[config.mk]
export PLATFORM = sky130hd
export DESIGN_NAME = cn_expand
export DESIGN_NICKNAME = d
export VERILOG_FILES = /design/src/rtl/cn_expand.sv
export SDC_FILE = /design/constraint.sdc
export NUM_CORES = 1
export LEC_CHECK = 0
export ABC_AREA = 1
export BUFFER_PORTS_ARGS = -buffer_cell sky130_fd_sc_hd__buf_4
export CORE_MARGIN = 1.5
export CORE_UTILIZATION = 56
export CTS_CLUSTER_SIZE = 8
export DETAILED_ROUTE_END_ITERATION = 10
export GPL_ROUTABILITY_DRIVEN = 0
export GPL_TIMING_DRIVEN = 0
export PLACE_DENSITY = 0.88
export SETUP_SLACK_MARGIN = 0.5
export SYNTH_ARGS = -nofsm -noshare
export SYNTH_HDL_FRONTEND = slang
export SYNTH_SLANG_ARGS = --single-unit
[constraint.sdc]
create_clock -name clk -period 2.2 [get_ports clk]
set_input_delay 0.11 -clock clk [delete_from_list [all_inputs] [get_ports clk]]
set_output_delay 0.11 -clock clk [all_outputs]
set_load 0.01 [all_outputs]
[src/rtl/cn_expand.sv]
// -----------------------------------------------------------------------------
// cn_expand -- check-node output expander for the min-sum LDPC decoder.
//
// Takes one check-node summary (min1, min2, index of min1, incoming sign
// vector) and serialises it into one extrinsic message per edge, edge 0 first,
// over a valid/ready stream toward the variable-node update memory.
//
// For edge e:
//   magnitude = (e == min1_idx) ? min2 : min1   (edge never sees its own value)
//   sign      = (XOR of all incoming signs) ^ sign_vec[e]
//
// Optional feature (compile-time macro CN_OFFSET_EN):
//   defined   -> offset min-sum, magnitude = max(selected - offset, 0)
//   undefined -> plain min-sum, magnitude = selected
//
// Parameters:
//   data_w  magnitude width
//   idx_w   edge-index width
//   deg     edges per record (2 .. 2**idx_w)
//   offset  value subtracted from the magnitude when CN_OFFSET_EN is defined
//
// Ports:
//   clk        rising-edge clock
//   rst_n      asynchronous active-low reset
//   in_valid   input record present
//   in_ready   record accepted this cycle (IDLE, or last edge being taken)
//   min1       smallest incoming magnitude
//   min2       second-smallest incoming magnitude
//   min1_idx   edge index of min1 (>= deg means no edge matches)
//   sign_vec   incoming signs, bit e belongs to edge e (1 = negative)
//   out_valid  output message present
//   out_ready  downstream takes the message
//   out_mag    outgoing magnitude
//   out_sign   outgoing sign
//   out_idx    edge number of the current message
//   out_last   high on the edge deg-1 message
// -----------------------------------------------------------------------------
module cn_expand #(
    parameter int data_w = 8,
    parameter int idx_w  = 8,
    parameter int deg    = 8,
    parameter int offset = 1
) (
    input  logic              clk,
    input  logic              rst_n,
    input  logic              in_valid,
    output logic              in_ready,
    input  logic [data_w-1:0] min1,
    input  logic [data_w-1:0] min2,
    input  logic [idx_w-1:0]  min1_idx,
    input  logic [deg-1:0]    sign_vec,
    output logic              out_valid,
    input  logic              out_ready,
    output logic [data_w-1:0] out_mag,
    output logic              out_sign,
    output logic [idx_w-1:0]  out_idx,
    output logic              out_last
);

    typedef enum logic {
        IDLE = 1'b0,
        EMIT = 1'b1
    } state_t;

`ifdef CN_OFFSET_EN
    localparam bit off_en = 1'b1;
`else
    localparam bit off_en = 1'b0;
`endif

    // With the feature disabled the amount is zero, so the saturating
    // subtract below degenerates to a pass-through.
    localparam logic [data_w-1:0] off_amt = off_en ? data_w'(offset) : '0;
    localparam logic [idx_w-1:0]  last_e  = idx_w'(deg - 1);

    // ---------------------------------------------------------------------
    // State and latched record
    // ---------------------------------------------------------------------
    state_t              state_reg;
    logic [idx_w-1:0]    e_reg;
    logic [data_w-1:0]   min1_reg;
    logic [data_w-1:0]   min2_reg;
    logic [idx_w-1:0]    idx_reg;
    logic [deg-1:0]      sign_reg;
    logic                psign_reg;

    // Output registers
    logic                out_valid_reg;
    logic [data_w-1:0]   out_mag_reg;
    logic                out_sign_reg;
    logic [idx_w-1:0]    out_idx_reg;
    logic                out_last_reg;

    // ---------------------------------------------------------------------
    // Saturating subtract of the configured offset (never wraps below 0)
    // ---------------------------------------------------------------------
    function automatic logic [data_w-1:0] apply_offset(input logic [data_w-1:0] v);
        if (v >= off_amt) begin
            return v - off_amt;
        end
        return '0;
    endfunction

    // ---------------------------------------------------------------------
    // Next-message values
    //   fresh_* : edge 0 of the record currently on the input port
    //   adv_*   : edge e+1 of the latched record
    // ---------------------------------------------------------------------
    logic                load;
    logic                advance;
    logic                finish;
    logic                fresh_psign;
    logic [data_w-1:0]   fresh_mag;
    logic                fresh_sign;
    logic [idx_w-1:0]    adv_e;
    logic [deg-1:0]      adv_shift;
    logic [data_w-1:0]   adv_mag;
    logic                adv_sign;

    // The record is taken while idle, or in the same cycle the last edge
    // leaves so back-to-back records run without a bubble.
    assign in_ready = rst_n &&
                      ((state_reg == IDLE) ||
                       ((state_reg == EMIT) && out_last_reg && out_ready));

    assign load    = in_valid && in_ready;
    assign advance = (state_reg == EMIT) && out_ready && !out_last_reg;
    assign finish  = (state_reg == EMIT) && out_ready && out_last_reg;

    always_comb begin
        fresh_psign = ^sign_vec;
        fresh_mag   = apply_offset((min1_idx == '0) ? min2 : min1);
        fresh_sign  = fresh_psign ^ sign_vec[0];

        adv_e     = e_reg + 1'b1;
        // Shift rather than index so the edge counter width need not match
        // the bit-select width of the sign vector.
        adv_shift = sign_reg >> adv_e;
        adv_mag   = apply_offset((adv_e == idx_reg) ? min2_reg : min1_reg);
        adv_sign  = psign_reg ^ adv_shift[0];
    end

    // ---------------------------------------------------------------------
    // Control FSM with registered outputs
    // ---------------------------------------------------------------------
    always_ff @(posedge clk or negedge rst_n) begin
        if (!rst_n) begin
            state_reg     <= IDLE;
            e_reg         <= '0;
            min1_reg      <= '0;
            min2_reg      <= '0;
            idx_reg       <= '0;
            sign_reg      <= '0;
            psign_reg     <= 1'b0;
            out_valid_reg <= 1'b0;
            out_mag_reg   <= '0;
            out_sign_reg  <= 1'b0;
            out_idx_reg   <= '0;
            out_last_reg  <= 1'b0;
        end else begin
            if (load) begin
                // New record: latch the summary and present edge 0 at once.
                state_reg     <= EMIT;
                e_reg         <= '0;
                min1_reg      <= min1;
                min2_reg      <= min2;
                idx_reg       <= min1_idx;
                sign_reg      <= sign_vec;
                psign_reg     <= fresh_psign;
                out_valid_reg <= 1'b1;
                out_mag_reg   <= fresh_mag;
                out_sign_reg  <= fresh_sign;
                out_idx_reg   <= '0;
                out_last_reg  <= (last_e == '0);
            end else if (advance) begin
                e_reg        <= adv_e;
                out_mag_reg  <= adv_mag;
                out_sign_reg <= adv_sign;
                out_idx_reg  <= adv_e;
                out_last_reg <= (adv_e == last_e);
            end else if (finish) begin
                // Last edge taken with no follow-on record.
                state_reg     <= IDLE;
                out_valid_reg <= 1'b0;
                out_last_reg  <= 1'b0;
            end
        end
    end

    assign out_valid = out_valid_reg;
    assign out_mag   = out_mag_reg;
    assign out_sign  = out_sign_reg;
    assign out_idx   = out_idx_reg;
    assign out_last  = out_last_reg;

endmodule
==> metrics list <==
- Clock Pin Slew Worst Setup and Hold Paths: 0.11 ns
- Top Family by Delay on Critical Path: simple AND/OR/NAND/NOR gates
* Number of buffers created by CTS: 5
- Crit Path Class: flip-flop to flip-flop
- Total Neg Setup Slack: 0 ns
- Along the worst path, the maximum fanout reaches 6.
- In this run the horizontal extent of the chip is 76.43 µm.
- Clock sink count: 52
* Utilization of the core after routing: 75.51%
- Antenna violations before repair: 0
- After synthesis the netlist holds a flip-flop and latch count of 52.
* Largest family of logic cells by synthesized area: simple AND/OR/NAND/NOR gates
* IR drop worst, VDD: ~0.69 mV
- Number of placement rows: 26
- In this run the tool buffered the top-level ports with 55 buffer cells.
* Via count: 3037
* Power Dens Cells: 1402 mW/mm²
- At the pin with the least slew margin, the transition time is between 0.7 and 0.8 ns.
- The largest single stage delay on the critical path is 0.43 ns.
- Gate Count Post-Synth: 388
- Net count reported at finish: 499
* Number of DRC violations after detailed-routing iteration 0: 219
- In this run the mean area of a mapped cell was slightly below 8 µm².
- CTS placed an instance of sky130_fd_sc_hd__clkbuf_8 at the clock tree root.
- Cell type contributing the most total cell area after synthesis: sky130_fd_sc_hd__dfrtp_1
* Crit path time final: 1.943 ns
- The region available for standard cell placement spans 0.005140 mm².
* Fraction of layout cells with a size suffix above 1: a little under a third
- Setup repair after global routing missed its margin: yes
- Most frequent cells in the layout: sky130_fd_sc_hd__nand2_1, sky130_fd_sc_hd__buf_4, sky130_fd_sc_hd__dfrtp_1
* Max Clk Rate: 514.7 MHz
- Vert. Die Dim: 76.43 µm
* Maximum number of pins on one net before global-route repair: 54
- Commonest non-fill, non-tap cell in the layout: sky130_fd_sc_hd__nand2_1
* Warnings, synthesis: 0
- For this design the top-level I/O count stands at 56.
- TritonCTS built the clock tree.
- In the routed layout, each cell is associated on average with a via count of 5.709.
- The min-delay analysis places its worst path in the category input port to async pin.
* Aggregate routed wire length: 8342 µm
* Tcrit/Tclk final: roughly nine tenths
- Adder-Cell Fraction of Synth Area: 0.8288%
* Starting utilization of the core area: between 50% and 60%
- # Max-Cap Violations: 0
- Total placed cells including tap cells: 513
- Seq/Total Area, Yosys: 43.10%
* Maximum clock skew at final layout: 0.01073 ns
- The detail route stage leaves a number of antenna-violating nets equal to 0.
- The first global-routing pass estimated 13500 µm of wire.
* Die area: about 0.006 mm²
* Net count after synthesis: 426
- The first detailed-routing pass took 5 iterations.
* Worst endpoint required time: 2.43 ns
* Cell with the most instances on the worst path: sky130_fd_sc_hd__nand2_1
* DPL Wire Length: 5535 µm
* Max-Slew Margin vs Limit: 52.10%
* Post-synthesis compound-gate area fraction: 10.48%
* Relative area change from synthesis to final layout: 28.55%
* Element type at the critical path end: flip-flop
- Global routing finished with a remaining overflow of 0.
* Crit start category: flip-flop
- Simple-gate area share of the yosys netlist: 35.06%
- Data arrives at the worst endpoint at 2.17 ns.
- Cells taking the most area after synthesis: sky130_fd_sc_hd__dfrtp_1, sky130_fd_sc_hd__nand2_1, sky130_fd_sc_hd__nand3_1, sky130_fd_sc_hd__o21ai_0, sky130_fd_sc_hd__inv_1
* Post-synthesis xor/xnor area fraction: 2.901%
- Final hold viol count: 52
* Cell area after synthesis: between 0.003 and 0.004 mm²
- Number of pins exceeding their max-slew limit in the final report: 0
* Setup violations, final: 0
- Number of distinct library cells after synthesis: 30
* Worst-Skew Late Latency: between 0.3 and 0.4 ns
- The analysis attributes to cell leakage a power of 1.944 nW.
- Cell with the largest stage delay on the worst path: sky130_fd_sc_hd__dfrtp_1
- Total global routing track utilization: 29.05%
- The critical path goes through buf_6 > inv_8 > ha_4 > xor2_1 > nand2_1 > nor2_4 > nand2_4 > nor2_8 > buf_12 > nand3_2 > nand3_1 > nand2_1.
* Area fraction of the dominant cell type after synthesis: between 40% and 50%
* Outcome: complete, but fails checks
- Counting along the longest clock path gives a buffer depth of 2.
- Measured against the total synthesized area, the mux share comes to 0%.
- Counting both buffers and inverters, the worst setup path holds a total of 3.
- Violations in the final reports: hold timing
* Non-filler instance count after layout: 532
- After detailed routing, the average wire length per cell comes to 15.68 µm.
- The via count of the first global-routing pass was about 3000.
- Hold slack: -0.1938 ns
- 0 antenna diodes ended up in the layout.
- The H-tree was split into 2 levels.
- After detailed routing, the number of remaining DRC violations is 0.
-- path summary, 6_finish.rpt --
check,from,endpoint,slack (ns),cells after the start
setup / recovery,out_idx[0],out_mag[6],0.26,12
hold / removal,rst_n,min1_reg[1],-0.19,1
setup reg to reg,out_idx[0],out_mag[6],0.26,12
hold reg to reg,sign_reg[0],sign_reg[0],0.50,2
max in group asynchronous,rst_n,out_idx[1],1.91,1
min in group clk,min2[3],min2_reg[3],0,3
-- power by group --
part	internal, mW	switching [mW]	total [mW]
Combinational	1.19	1.80	3.00
Clock	0.344	0.344	0.688
Sequential	1.42	0.341	1.76
-- timing repair --
action                                  in CTS  in global routing
endpoints found under the hold margin       52                 52
endpoints found under the setup margin      31                 45
pin swaps                                   15                  5
setup buffers                                9                  2
resized for setup                           21                 16
-- cell usage after synthesis, drive strengths merged --
| library cell | n |
|---|---|
| nand2 | 134 |
| dfrtp | 52 |
| inv | 47 |
| nand3 | 47 |
| o21ai | 42 |
| nor2 | 24 |
| a21oi | 8 |
| buf | 6 |
| o22ai | 6 |
| xor2 | 6 |
| xnor2 | 4 |
| clkbuf | 3 |
| ha | 2 |
| o211ai | 2 |
| a31oi | 1 |
| nand3b | 1 |
| nand4 | 1 |
| nor4 | 1 |
| o21bai | 1 |
-- logic make-up after synthesis --
kind of cell             count (synthesis)
XOR/XNOR                                10
buffers and inverters                   56
AO/OA/AOI/OAI                           60
adder cells (fa/ha/maj)                  2
flip-flops                              52
AND/OR/NAND/NOR                        208
-- metal layers --
layer,GRT usage (%),wire [µm]
met1,34.55,3248
met2,50.89,4177
met3,5.030,534
met4,13.70,380
met5,0,0
-- through the flow --
stage	cell area, µm²	setup slack (ns)	hold slack (ns)	power (mW)
finish	3881	0.2571	-0.1938	5.443
global route	3881	0.1761	-0.1353	5.781
CTS	3817	0.3400	-0.1562	5.239
detailed placement	3538	0.2116	0.1861	4.271
global placement	3538	0.2280	0.1873	4.142
floorplan	3038	0.4146	-0.1856	3.483
-- final cells by class --
class | instances | area, µm²
Clock inverter | 2 | 38.79
Buffer | 9 | 77.57
Inverter | 47 | 186.4
Tap cell | 70 | 87.58
Clock buffer | 6 | 72.57
Fill cell | 378 | 1259
Sequential cell | 52 | 1305
Multi-Input combinational cell | 280 | 1605
Timing Repair Buffer | 66 | 508.0
Power figures use the tool's default switching activity.
